[src/rtl/jk_cnt_pkg.sv]
// Shared types and constants for the JK-flip-flop counter controller:
// the controller FSM states and the two-bit {J,K} drive codes.
package jk_cnt_pkg;

  typedef enum logic {
    IDLE = 1'b0,
    RUN  = 1'b1
  } state_e;

  // {J,K} codes presented to one JK cell.
  localparam logic [1:0] HOLD   = 2'b00;
  localparam logic [1:0] RESET  = 2'b01;
  localparam logic [1:0] SET    = 2'b10;
  localparam logic [1:0] TOGGLE = 2'b11;

endpackage

[src/rtl/jk_ff_cell.sv]
// Single JK flip-flop with asynchronous active-low clear; exposes Q and Q-not.
module jk_ff_cell
  import jk_cnt_pkg::*;
(
  input  logic clk,
  input  logic clr_n,
  input  logic j,
  input  logic k,
  output logic q,
  output logic qn
);

  logic q_q;

  // NOTE: sequential state is written only with non-blocking assignments so every
  // flop samples pre-edge values regardless of block evaluation order.
  always_ff @(posedge clk or negedge clr_n) begin
    if (!clr_n) begin
      q_q <= 1'b0;
    end else begin
      case ({j, k})
        HOLD:    q_q <= q_q;
        RESET:   q_q <= 1'b0;
        SET:     q_q <= 1'b1;
        TOGGLE:  q_q <= ~q_q;
        default: q_q <= q_q;
      endcase
    end
  end

  assign q  = q_q;
  assign qn = ~q_q;

endmodule

[src/rtl/jk_counter_ctrl.sv]
// Modulo-MOD up/down counter built from a bank of JK cells, with run/idle FSM
// and a parallel-load handshake. Define JK_CNT_AUTOSTOP_EN to stop on wrap.
module jk_counter_ctrl
  import jk_cnt_pkg::*;
#(
  parameter int WIDTH = 4,
  parameter int MOD   = 10
) (
  input  logic             clk,
  input  logic             reset_n,
  input  logic             start,
  input  logic             stop,
  input  logic             dir,
  input  logic             load_valid,
  input  logic [WIDTH-1:0] load_data,
  output logic             load_ready,
  output logic [WIDTH-1:0] q,
  output logic             tc,
  output logic             busy,
  output logic             load_err
);

  localparam logic [WIDTH-1:0] MAX_VAL = WIDTH'(MOD - 1);
  localparam logic [WIDTH:0]   MOD_EXT = (WIDTH + 1)'(MOD);

  state_e           state_q;
  logic             busy_q;
  logic             tc_q;
  logic             load_err_q;

  logic [WIDTH-1:0] q_bits;
  logic [WIDTH-1:0] qn_bits;
  logic [WIDTH-1:0] t_d;
  logic [WIDTH-1:0] j_bits;
  logic [WIDTH-1:0] k_bits;
  logic             tc_d;
  logic             load_err_d;
  logic             load_fire;
  logic             stop_on_wrap;

  // NOTE: the load window is exactly "not in reset", so it follows reset_n
  // combinationally instead of waiting one edge after release.
  assign load_ready = reset_n;
  assign load_fire  = load_valid & load_ready;

  // NOTE: every always_comb output gets a default first, so no path infers a latch.
  always_comb begin
    t_d        = q_bits;
    tc_d       = 1'b0;
    load_err_d = 1'b0;
    if (load_fire) begin
      if ({1'b0, load_data} >= MOD_EXT) begin
        t_d        = '0;
        load_err_d = 1'b1;
      end else begin
        t_d = load_data;
      end
    end else if (state_q == RUN && !stop) begin
      if (dir) begin
        tc_d = (q_bits == MAX_VAL);
        t_d  = tc_d ? '0 : q_bits + WIDTH'(1);
      end else begin
        tc_d = (q_bits == '0);
        t_d  = tc_d ? MAX_VAL : q_bits - WIDTH'(1);
      end
    end
  end

`ifdef JK_CNT_AUTOSTOP_EN
  assign stop_on_wrap = tc_d;
`else
  assign stop_on_wrap = 1'b0;
`endif

  // Toggle-minimal drive: set bits that must rise, reset bits that must fall.
  assign j_bits = t_d & qn_bits;
  assign k_bits = ~t_d & q_bits;

  for (genvar i = 0; i < WIDTH; i++) begin : g_cell
    jk_ff_cell u_cell (
      .clk   (clk),
      .clr_n (reset_n),
      .j     (j_bits[i]),
      .k     (k_bits[i]),
      .q     (q_bits[i]),
      .qn    (qn_bits[i])
    );
  end

  always_ff @(posedge clk or negedge reset_n) begin
    if (!reset_n) begin
      state_q    <= IDLE;
      busy_q     <= 1'b0;
      tc_q       <= 1'b0;
      load_err_q <= 1'b0;
    end else begin
      tc_q       <= tc_d;
      load_err_q <= load_err_d;
      case (state_q)
        IDLE: begin
          if (start && !stop) begin
            state_q <= RUN;
            busy_q  <= 1'b1;
          end
        end
        RUN: begin
          if (stop || stop_on_wrap) begin
            state_q <= IDLE;
            busy_q  <= 1'b0;
          end
        end
        default: begin
          state_q <= IDLE;
          busy_q  <= 1'b0;
        end
      endcase
    end
  end

  assign q        = q_bits;
  assign tc       = tc_q;
  assign busy     = busy_q;
  assign load_err = load_err_q;

endmodule
[config.mk]
export PLATFORM = sky130hd
export DESIGN_NAME = jk_counter_ctrl
export DESIGN_NICKNAME = d
export VERILOG_FILES = /design/src/rtl/jk_cnt_pkg.sv /design/src/rtl/jk_ff_cell.sv /design/src/rtl/jk_counter_ctrl.sv
export SDC_FILE = /design/constraint.sdc
export NUM_CORES = 1
export LEC_CHECK = 0
export CAP_MARGIN = 10
export CORE_AREA = 2 2 45 47
export CTS_CLUSTER_DIAMETER = 120
export DETAILED_ROUTE_END_ITERATION = 8
export DIE_AREA = 0 0 47 49
export GPL_ROUTABILITY_DRIVEN = 1
export GPL_TIMING_DRIVEN = 0
export PLACE_DENSITY = 0.69
export RECOVER_POWER = 100
export SYNTH_ARGS = -nofsm -noshare
export SYNTH_HDL_FRONTEND = slang
export SYNTH_SLANG_ARGS = --single-unit
[constraint.sdc]
create_clock -name clk -period 2.1 [get_ports clk]
set_clock_uncertainty 0.15 [all_clocks]
set_input_delay 0.42 -clock clk [delete_from_list [all_inputs] [get_ports clk]]
set_output_delay 0.42 -clock clk [all_outputs]
set_load 0.02 [all_outputs]
# --- After elaboration in Yosys (flattened, before gate mapping) ---
# Index checks and enable logic that the tools add are counted.
# W data, S select, Z words.
word_totals:
  ram_bits: 0
  memories: 0
  romBits: 0
  latchBits: 0
  reg_bits: 8
  out_inout_bits: 8
op_classes:
  n_mul: 0
  muxes: 21
  n_reduce_logical: 9
  eq_ne: 15
  order_cmp: 1
  div: 0
  bitwise_logic: 9
  add_sub_neg: 2
  n_shift: 0
ops:
  columns: ["cell", "count"]
  rows:
  - ["$mux W4", 6]
  - ["$eq A2 B2 Y1 const B", 8]
  - ["$pmux W1 S3", 4]
  - ["$mux W1", 9]
  - ["$and A4 B4 Y4", 2]
  - ["$eq A2 B1 Y1 const B", 4]
  - ["$logic_not A2 Y1", 4]
  - ["$not A1 Y1", 5]
  - ["$add A4 B1 Y4 const B", 1]
  - ["$eq A4 B4 Y1 const B", 1]
  - ["$ge A4 B4 Y1 const B", 1]
  - ["$logic_not A4 Y1", 1]
  - ["$ne A2 B2 Y1 const B", 2]
  - ["$not A4 Y4", 1]
  - ["$pmux W1 S2", 2]
  - ["$sub A4 B1 Y4 const B", 1]
  - ["$logic_and A1 B1 Y1", 2]
  - ["$reduce_and A2 Y1", 1]
  - ["$and A1 B1 Y1", 1]
  - ["$logic_not A1 Y1", 1]

# --- Longest topological paths before layout ---
# Gate-level depths: netlist (run 1).
depth:
  depth_word: 9
  ltp_mapped: 8
  depth_no_buf: 8

# --- Modules after synthesis ---
# From an unflattened synthesis (run 1), not the netlist that was laid out.
hier_totals:
  hier_cells: 85
  area_unflattened_um2: 675.6
by_module_without_submodules:
  columns: ["module", "seq_area_each_um2", "cells_each", "n_inst", "area_each_um2"]
  rows:
  - ["jk_counter_ctrl", 100.1, 69, 1, 525.5]
  - ["jk_ff_cell", 25.0, 4, 4, 37.5]

# --- Worst setup path before layout (run 1) ---
# No wires, ideal clock.
synth_path:
  path_type: "register to register"
  startpoint: "register g_cell[0].u_cell.q_q"
  endpoint: "register g_cell[1].u_cell.q_q"
  synth_period_minus_slack_ns: 2.244
  required_ns: 1.825
  arrival_time_ns: 1.969
  stages_incl_launch_ff: 9
  n_path_buf: 0
  setup_slack_ns: -0.144
  setup_ns: 0.125
  cell_sequence: "dfrtp_1 -> inv_1 -> ha_1 -> nor3b_1 -> a31oi_1 -> o211ai_1 -> a31oi_1 -> ha_1 -> mux2_2"
synth_between:
  elab_chain_len: 9
  elab_cells_between_ends: 17
  cone_classes: "add/sub: 2; eq/ne: 4; mux: 6; bitwise: 3; reduce/logical: 2"
synth_rtl:
  columns: ["item", "line_no", "text"]
  rows:
  - ["from (decl)", "jk_ff_cell.sv:13", "logic q_q;"]
  - ["from (signal assigned)", "jk_ff_cell.sv:22", "HOLD: q_q <= q_q;"]
  - ["from (signal assigned)", "jk_ff_cell.sv:25", "TOGGLE: q_q <= ~q_q;"]
  - ["from (signal assigned)", "jk_ff_cell.sv:26", "default: q_q <= q_q;"]
  - ["$sub A4 B1 Y4 (tied with other cells)", "jk_counter_ctrl.sv:64", "t_d = tc_d ? MAX_VAL : q_bits - WIDTH'(1);"]
  - ["$mux W4, on equally long branches", "jk_counter_ctrl.sv:64, jk_counter_ctrl.sv:61", null]
  - ["$mux W4 *", "jk_counter_ctrl.sv:59", "if (dir) begin"]
  - ["$mux W4 *", "jk_counter_ctrl.sv:58", "end else if (state_q == RUN && !stop) begin"]
  - ["$mux W4 *", "jk_counter_ctrl.sv:51", "if (load_fire) begin"]
  - ["$not A4 Y4", "jk_counter_ctrl.sv:77", "assign k_bits = ~t_d & q_bits;"]
  - ["$and A4 B4 Y4", "jk_counter_ctrl.sv:77", null]
  - ["$eq A2 B2 Y1 / $eq A2 B1 Y1 (equally long branches)", "jk_ff_cell.sv:21", "case ({j, k})"]
  - ["$pmux W1 S3", "jk_ff_cell.sv:21", null]
  - ["to (signal assigned)", "jk_ff_cell.sv:22", null]
  - ["to (signal assigned)", "jk_ff_cell.sv:25", null]
  - ["to (signal assigned)", "jk_ff_cell.sv:26", null]
  - ["to (decl)", "jk_ff_cell.sv:13", null]
# Every way passes the cells marked *; elsewhere a longest branch is shown, timed or not.
# A chain may end at the register's enable or synchronous reset.

# --- Worst setup path after layout (run 1) ---
# Same ends and word-level chain as after synthesis.

==> flow_summary.ini, run 1 <==
[outcome]
status = complete, but fails checks
violations = negative setup slack

[clocking]
cts_tree = built
cts_sinks = 8
clock_latency_ps = 270
htree_levels = 1
cts_buffer_depth = 2
cts_buffers = 3
clk_pin_slew_ps = 60
cts_root_buf = clkbuf_4

[power_and_ir_drop]
p_per_area_mw_per_mm2 = 1090
peakVddDrop_v = 0.000561
leakage_nw = 0.501

[yosys]
synthArstFlopShare_pct = 100
synthSimpleGateAreaFrac_pct = 17.5
synth_adder_area_share_pct = 14.2
ys_types = 34
synth_cells = 76
ys_ff_latch = 8
yosysTopAreaCellShare_pct = 28.3
synth_area_leaders = dfrtp_1 (28%), ha_1 (14%), mux2_2 (6.4%)
syn_area_um2 = 707
ys_seq_area_share_pct = 28.3
syn_area_per_cell_um2 = 9.30
synth-edff-count = 0
yosysTopAreaCell = dfrtp_1
synth_xor_area_share_pct = 2.48
synth_nets = 94
synth_warnings = 0
ys.flop_type = dfrtp_1
synth-compound-area-share_pct = 20.4
synth.area.mux_share_pct = 6.37
synth_top_family_by_area = compound AO/OA/AOI/OAI gates

[setup_path]
worstPathMaxFanout = 6
slowest_delay_ps = 470
worst_setup_path_start_kind = flip-flop
crit_arrival_ps = 2190
cpMostUsedCell = a31oi_1
ff2ff_path_depth = 8
worstSetupPathType = flip-flop to flip-flop
cpMaxStageDelayCell = dfrtp_2
rrSetupSlack_ps = -90
regToRegEndpoint = g_cell[1].u_cell.q
timing.critical_path.buf_inv = 1
required_ps = 2100
crit_path_end_kind = flip-flop
cp_cell_sequence = inv_4, ha_4, nor3b_2, a31oi_1, o211ai_1, a31oi_1, ha_1, mux2_4
r2r-start = g_cell[0].u_cell.q
critPathTopFamily = adder cells

[min_path]
whs_path_depth = 1
min_to = busy
hp-start = state_q
hp-class = flip-flop to flip-flop

[drt]
num_vias = 675
wl_per_cell_um = 12.8
postRouteAntennaNets = 0
drt_pre_antenna_iters = 4
dr.first_iter.drc_count = 8
drc_errors = 0
viasPerCell = 5.04
finalWirelength_mm = 1.72

[sta]
slew_viol_final = 0
rsz0062_at_grt = yes
setup_ws_ps = -90.8
maxClockFrequency_mhz = 456
setup_viol = 4
min_period_ps = 2190
worst_pin_slew_ps = 385
max_slew_margin_pct = 74.2
fin_crit_sh_pct = 104
hold_viol = 0

[final_layout]
fin_area_mm2 = 0.00111
final-seq-area_um2 = 204
layout-drive-gt1-share_pct = 42.1
diodes = 0
multi_input_area_um2 = 512
finalCoreUtilization_pct = 60.2
area_growth_syn_to_layout_pct = 56.8
nets = 126
final_common_cell = buf_4
final_cell_mix = buf_4 (14), clkdlybuf4s50_1 (12), nor2_1 (5), ha_1 (5), dfrtp_1 (5)
fillCellCount = 156

[placement]
io_buffers = 17
dp_hpwl_mm = 1.10
gp_congestion = 0.793
placed_area_um2 = 925

[floorplan]
die_area_mm2 = 0.00230
start_util_pct = 38.4
die_y_um = 49
coreArea_mm2 = 0.00184
fp.dieW_um = 47
io-pin-count = 18
std_cell_rows = 16

[grt]
grt.total_usage_pct = 16.5
grt.overflow.total = 0
grt_pass1_wl_mm = 2.72
grt_start_max_net_pins = 11
grt_pass1_vias = 640
antenna_found_initial = 0

[flow_run]
maxCapViolations = 0
layer usage:
| metal | wire [um] | share of wire, % | up-vias | GRT usage (%) |
|---|---|---|---|---|
| li1 | - | - | 332 | - |
| met1 | 724 | 42 | 318 | 19.4 |
| met2 | 879 | 51 | 22 | 28.1 |
| met3 | 90 | 5.2 | 3 | 3.70 |
| met4 | 23 | 1.3 | 0 | 6.02 |
| met5 | 0 | 0 | - | 0 |
report_power, final:
part,internal [W],leakage [nW],switching [W]
logic,0.000460,0.386,0.000348
clock network,0.0000736,0.0150,0.0000670
registers,0.000196,0.0992,0.0000693
total,0.000729,0.501,0.000484
cells by family (layout without fill, tap and decap cells):
logic type               count (synthesis)  after routing
multiplexers                             4              4
AO/OA/AOI/OAI                           20             20
AND/OR/NAND/NOR                         21             21
buffers and inverters                   13             44
XOR/XNOR                                 2              2
adder cells (fa/ha/maj)                  8              8
flip-flops                               8              8
flip-flops by register name, summed over array words and instances, names as in the netlist:
register and flops:
state_q 1, tc 1, load_err 1, busy 1, g_cell.u_cell.q 4
worst register-to-register path: stages (launching register included):
cell and delay (ps):
dfrtp_2 470, inv_4 70, ha_4 280, nor3b_2 40, a31oi_1 150, o211ai_1 110, a31oi_1 230, ha_1 280
mux2_4 300
cells in the mapped netlist, types with 2 or more instances:
| master | number |
|---|---|
| dfrtp_1 | 8 |
| a211o_1 | 2 |
| mux2_2 | 4 |
| buf_4 | 5 |
| inv_1 | 6 |
| ha_1 | 8 |
| a31oi_1 | 3 |
| o21ai_0 | 2 |
| o21ai_1 | 2 |
| nand2_1 | 5 |
| nor2_1 | 6 |
| xnor2_1 | 2 |
| a21oi_1 | 2 |
how the worst max path moves through the flow:
stage                       start            endpoint  slack [ps]  cells after the start
6_report       g_cell[0].u_cell.q  g_cell[1].u_cell.q         -90                      8
5_1_grt        g_cell[0].u_cell.q  g_cell[1].u_cell.q        -170                      8
4_1_cts        g_cell[1].u_cell.q  g_cell[3].u_cell.q         -40                      8
3_5_place_dp              reset_n  g_cell[3].u_cell.q        -700                      6
3_3_place_gp              reset_n  g_cell[3].u_cell.q        -660                      7
2_1_floorplan  g_cell[0].u_cell.q  g_cell[1].u_cell.q           8                      8
repair_timing:
| item | in CTS | in global routing |
|---|---|---|
| resized for setup | 18 | 8 |
| endpoints found under the hold margin | 8 | 0 |
| setup buffers | 8 | 1 |
| setup endpoints to repair | 6 | 6 |
| pin swaps | 5 | 5 |
| hold buffers | 1 | 0 |
stage by stage:
step / hold slack [ps] / instances / setup TNS, ps / power (W) / worst slack (ps)
6_report: 355 / 134 / -202 / 0.00121 / -90.8
3_5_place_dp: 347 / 120 / -2950 / 0.000872 / -698
3_3_place_gp: 337 / 120 / -2730 / 0.000859 / -663
5_1_grt: 397 / 134 / -562 / 0.00130 / -172
2_1_floorplan: -25.6 / 76 / 0 / 0.000700 / 8.33
4_1_cts: 360 / 133 / -130 / 0.00116 / -39.4
area by class of cell:
| cell class | count | area share (%) |
|---|---|---|
| flip-flops and latches | 8 | 18.4 |
| repair buffers | 27 | 22.7 |
| clock buffers | 4 | 2.37 |
| plain buffers | 6 | 4.40 |
| well taps | 27 | 3.05 |
| inverters | 7 | 2.93 |
| multi-input cells | 55 | 46.2 |
No activity file was read; power rests on OpenSTA's default activity.
==> inputs of run 2 (changes only) <==
--- a/config.mk
+++ b/config.mk
@@ -5,9 +5,10 @@
 export SDC_FILE = /design/constraint.sdc
 export NUM_CORES = 1
 export LEC_CHECK = 0
-export CAP_MARGIN = 10
+export CAP_MARGIN = 40
 export CORE_AREA = 2 2 45 47
 export CTS_CLUSTER_DIAMETER = 120
+export CTS_CLUSTER_SIZE = 40
 export DETAILED_ROUTE_END_ITERATION = 8
 export DIE_AREA = 0 0 47 49
 export GPL_ROUTABILITY_DRIVEN = 1
==> results of run 2 <==
Same layout as run 1: the final DEF is identical, and so are final timing and power.
==> inputs of run 3 (changes only) <==
==> constraint.sdc (replaced) <==
create_clock -name clk -period 2.1 [get_ports clk]
set_clock_uncertainty 0.15 [all_clocks]
set_input_delay 0.42 -clock clk [delete_from_list [all_inputs] [get_ports clk]]
set_output_delay 0.42 -clock clk [all_outputs]
set_load 0.005 [all_outputs]
==> run 3 against run 2 <==
The flow still finishes with violations (negative setup slack). Sequential power about the same. Setup slack worse by 42 ps. First-iteration DRC count shrank 63%. Wire length is 4.1% higher. Count of clock-buffer cells in the layout unchanged. Design area decreased by 1.1%. Register-to-register slack worse by 40 ps. Largest power group unchanged.
==> flow_summary.ini, run 3 (synthesis results as in run 1) <==
[outcome]
status = complete, but fails checks
violations = negative setup slack

[setup_path]
worstSetupPathType = flip-flop to flip-flop
cpMaxStageDelayCell = dfrtp_2
crit_end = g_cell[1].u_cell.q
cp_cell_sequence = inv_4, ha_4, nor3b_2, a31oi_1, o211ai_1, a31oi_1, ha_1, mux2_4
slowest_delay_ps = 480
rrSetupSlack_ps = -130
worst_setup_path_start_kind = flip-flop
required_ps = 2100
worstPathMaxFanout = 6
cp-startpoint = g_cell[0].u_cell.q
r2r-start = g_cell[0].u_cell.q
ff2ff_path_depth = 8
crit_path_end_kind = flip-flop
cpMostUsedCell = a31oi_1
regToRegEndpoint = g_cell[1].u_cell.q
crit_arrival_ps = 2240

[min_path]
hp-class = flip-flop to flip-flop
hp-start = state_q

[floorplan]
std_cell_rows = 16
coreArea_mm2 = 0.00184
fp.dieW_um = 47
io-pin-count = 18
start_util_pct = 38.4
die_area_mm2 = 0.00230
die_y_um = 49

[sta]
worst_pin_slew_ps = 393
slew_viol_final = 0
hold_viol = 0
setup_viol = 4
fin_crit_sh_pct = 106
setup_ws_ps = -133
rsz0062_at_grt = yes
min_period_ps = 2230
max_slew_margin_pct = 73.7
maxClockFrequency_mhz = 448
finalSetupTns_ps = -259

[final_layout]
fillCellCount = 160
nets = 126
diodes = 0
area_growth_syn_to_layout_pct = 55.0
layout-drive-gt1-share_pct = 40.2
final_cell_mix = buf_4 (15), clkdlybuf4s50_1 (9), ha_1 (6), dlygate4sd3_1 (6)
largest_register_ffs = 4
final_common_cell = buf_4
finalCoreUtilization_pct = 59.5

[grt]
grt.total_usage_pct = 16.5
grt_pass1_wl_mm = 2.70
grt.overflow.total = 0
antenna_found_initial = 0
grt_pass1_vias = 634
grt_start_max_net_pins = 11

[clocking]
clock_latency_ps = 270
cts_sinks = 8
cts_buffers = 3
htree_levels = 1
clk_pin_slew_ps = 60
cts_root_buf = clkbuf_4
cts_buffer_depth = 2
cts_tree = built

[power_and_ir_drop]
peakVddDrop_v = 0.000518
power_frac_comb_pct = 65.8
p_sw_w = 0.000461
intPower_w = 0.000736
p_per_area_mw_per_mm2 = 1090
power_w = 0.00120
switching_share_pct = 38.5
share_seq_of_total_power_pct = 22.4
clkPwrFrac_pct = 11.8
leakage_nw = 0.494

[placement]
io_buffers = 17
dp_hpwl_mm = 1.10
gp_congestion = 0.793

[drt]
dr.first_iter.drc_count = 3
postRouteAntennaNets = 0
drt_pre_antenna_iters = 4
wl_per_cell_um = 13.3
viasPerCell = 5.08
finalWirelength_mm = 1.79
drc_errors = 0
num_vias = 681

[flow_run]
maxCapViolations = 0
## run 3: final cells by class
| cell class | count | area, um^2 | area share, % |
|---|---|---|---|
| Multi-Input combinational cell | 55 | 505 | 46.1 |
| Tap cell | 27 | 33.8 | 3.08 |
| Sequential cell | 8 | 204 | 18.6 |
| Inverter | 7 | 32.5 | 2.97 |
| Buffer | 6 | 48.8 | 4.45 |
| Clock buffer | 4 | 26.3 | 2.40 |
| Timing Repair Buffer | 27 | 245 | 22.4 |
## run 3: critical path, delay by kind of cell (launching register included)
kind            cells  cell delay, ps
fa+ha+maj           2             570
flops               1             480
compound gates      3             370
mux                 1             290
simple gates        1             190
buf+inv             1              70
## run 3: stage by stage
step                worst slack, ps  std cells  area, um^2  hold slack [ps]
detailed placement             -698        120         925              347
global placement               -663        120         925              337
CTS                           -46.4        133        1060              360
finish                         -133        134        1100              353
floorplan                      8.33         76         721            -25.6
global route                   -223        134        1100              397
## run 3: routing by layer
layer  GRT usage (%)  wire [um]
met5               0          0
met4            6.02         23
met2            28.1        914
met1            19.2        757
met3            3.70         92
## run 3: power groups by stage
stage | Sequential, W | Combinational (W) | Clock (W)
3_3_place_gp | 0.000263 | 0.000554 | 0
5_1_grt | 0.000274 | 0.000856 | 0.000152
3_5_place_dp | 0.000265 | 0.000564 | 0
2_1_floorplan | 0.000247 | 0.000410 | 0
6_report | 0.000268 | 0.000788 | 0.000141
4_1_cts | 0.000257 | 0.000720 | 0.000141
## run 3: timing repair
item                                   CTS  global route
endpoints found under the hold margin    8             0
gates resized for setup                 15             8
setup endpoints to repair                5             4
hold buffers                             1             0
pin swaps                                4             4
buffers inserted                         8             1
## run 3: how the worst min path moves through the flow
| stage | endpoint | slack [ps] | cells after the start |
|---|---|---|---|
| global placement | busy | 340 | 1 |
| global route | busy | 400 | 1 |
| CTS | busy | 360 | 1 |
| finish | busy | 350 | 1 |
| floorplan | busy | -30 | 0 |
| detailed placement | busy | 350 | 1 |
==> patch: new RTL, config.mk and constraints of run 3 <==
Change the parameter `WIDTH` from 4 to 3.
--- a/src/rtl/jk_counter_ctrl.sv
+++ b/src/rtl/jk_counter_ctrl.sv
@@ -3,7 +3,7 @@
 module jk_counter_ctrl
   import jk_cnt_pkg::*;
 #(
-  parameter int WIDTH = 4,
+  parameter int WIDTH = 3,
   parameter int MOD   = 10
 ) (
   input  logic             clk,
Ports: changed (resized load_data and q); port bits go from 18 to 16. No check against the original RTL was run, so the function may have changed too.
==> patch against run 3 <==
Wire length shrank 53%; area after synthesis is 39% lower; first-iteration DRC count fell by 33%; critical path depth shrank 2; synthesized cell count shrank 39%; global-route usage decreased by 7.9 points; sequential cell count shrank 2; power down 53%; sequential power fell by 37%; count of clock-buffer cells in the layout down 1; worst setup slack improved by 0.21 ns; cell area shrank 42%; largest cell class unchanged; largest power group unchanged.
==> patch: results (changes against run 3) <==
.. list-table::
   :header-rows: 1

   * - Metric
     - Value
   * - Count of buffers added by post-CTS timing repair for setup
     - 1 (was 8)
   * - Flip-flop count of the largest register, all copies and words added
     - 3 (was 4)
   * - Min Tclk post-route
     - 2.03 ns (was 2.23 ns)
   * - Count of instances resized after the clock tree is built
     - 5 (was 15)
   * - PortBufs
     - 14 (was 17)
   * - Global-route wire length before repair
     - 1.36 mm (was 2.70 mm)
   * - Multiplexer area fraction after synthesis
     - 0.0789 (was 0.0637)
   * - Post-synthesis share of cell area spent on xor and xnor gates
     - 0.0614 (was 0.0248)
   * - Final routed wirelength across all metal layers
     - 842 µm (was 1.79 mm)
   * - Fillers
     - 206 (was 160)
   * - Setup slack of the worst register-to-register path
     - 0.08 ns (was -0.13 ns)
   * - Arrival @ worst endpoint
     - 2.01 ns (was 2.24 ns)
   * - Launching instance or port of the critical path
     - dir (was g_cell[0].u_cell.q$_DFFE_PN0P_)
   * - HPWL after detailed placement
     - 654 µm (was 1.10 mm)
   * - Net count of the mapped netlist
     - 58 (was 94)
   * - Number of global-route vias before repair
     - 332 (was 634)
   * - Critical path fanouts, max
     - 3 (was 6)
   * - Post-synthesis adder-cell area fraction
     - 0.0877 (was 0.142)
   * - P_leak
     - 0.284 nW (was 0.494 nW)
   * - RePlAce Congestion
     - 0.643 (was 0.793)
   * - Number of design-rule violations left by the first detailed-router iteration
     - 2 (was 3)
   * - Number of detailed-route iterations in the first pass
     - 2 (was 4)
   * - Peak VDD IR
     - 0.000346 V (was 0.000518 V)
   * - Worst-case hold slack
     - 0.355 ns (was 0.353 ns)
   * - Share of final-layout standard cells stronger than drive strength 1
     - 0.200 (was 0.402)
   * - Run status
     - completed (was finished, violations left)
   * - Routed via count
     - 384 (was 681)
==> patch: per-layer routing <==
metal  track usage  up-vias  part of all wire  routed length (µm)
met1        0.0959      172              0.43                 365
met2         0.128       15              0.45                 381
met4        0.0694        0             0.021                  18
met5             0        -                 0                   0
met3        0.0259        2             0.091                  77
li1              -      195                 -                   -
==> patch: cells by family after synthesis <==
logic type	after synthesis
AND/OR/NAND/NOR	15
buffers and inverters	9
AO/OA/AOI/OAI	6
flip-flops	6
adder cells (fa/ha/maj)	3
XOR/XNOR	3
multiplexers	3
other	1
==> patch: critical path, stage by stage <==
cell	delay (ns)
sky130_fd_sc_hd__clkdlybuf4s15_1	0.20
sky130_fd_sc_hd__or4b_1	0.53
sky130_fd_sc_hd__a31oi_1	0.17
sky130_fd_sc_hd__o21ai_1	0.09
sky130_fd_sc_hd__ha_1	0.28
sky130_fd_sc_hd__mux2_2	0.32
==> patch: per-stage QoR <==
| stage | instances | power, mW | area [µm²] |
|---|---|---|---|
| 3_3_place_gp | 87 | 0.441 | 602 |
| 6_report | 92 | 0.562 | 637 |
| 4_1_cts | 91 | 0.585 | 631 |
| 3_5_place_dp | 87 | 0.452 | 602 |
| 2_1_floorplan | 46 | 0.352 | 428 |
| 5_1_grt | 92 | 0.621 | 637 |
==> patch: cell type report <==
class	count	area [µm²]	share of cell area
multi-input combinational	31	225	0.354
sequential	6	151	0.238
timing repair buffer	16	151	0.238
buffer	5	37.5	0.0589
tap	27	33.8	0.0530
clock buffer	3	22.5	0.0354
inverter	4	15.0	0.0236
==> patch: report_power, final <==
group / switching (mW) / total [mW] / leakage, nW / internal [mW]
clock network: 0.0456 / 0.111 / 0.0138 / 0.0649
logic: 0.104 / 0.282 / 0.196 / 0.178
registers: 0.0242 / 0.170 / 0.0747 / 0.146
total: 0.173 / 0.562 / 0.284 / 0.389
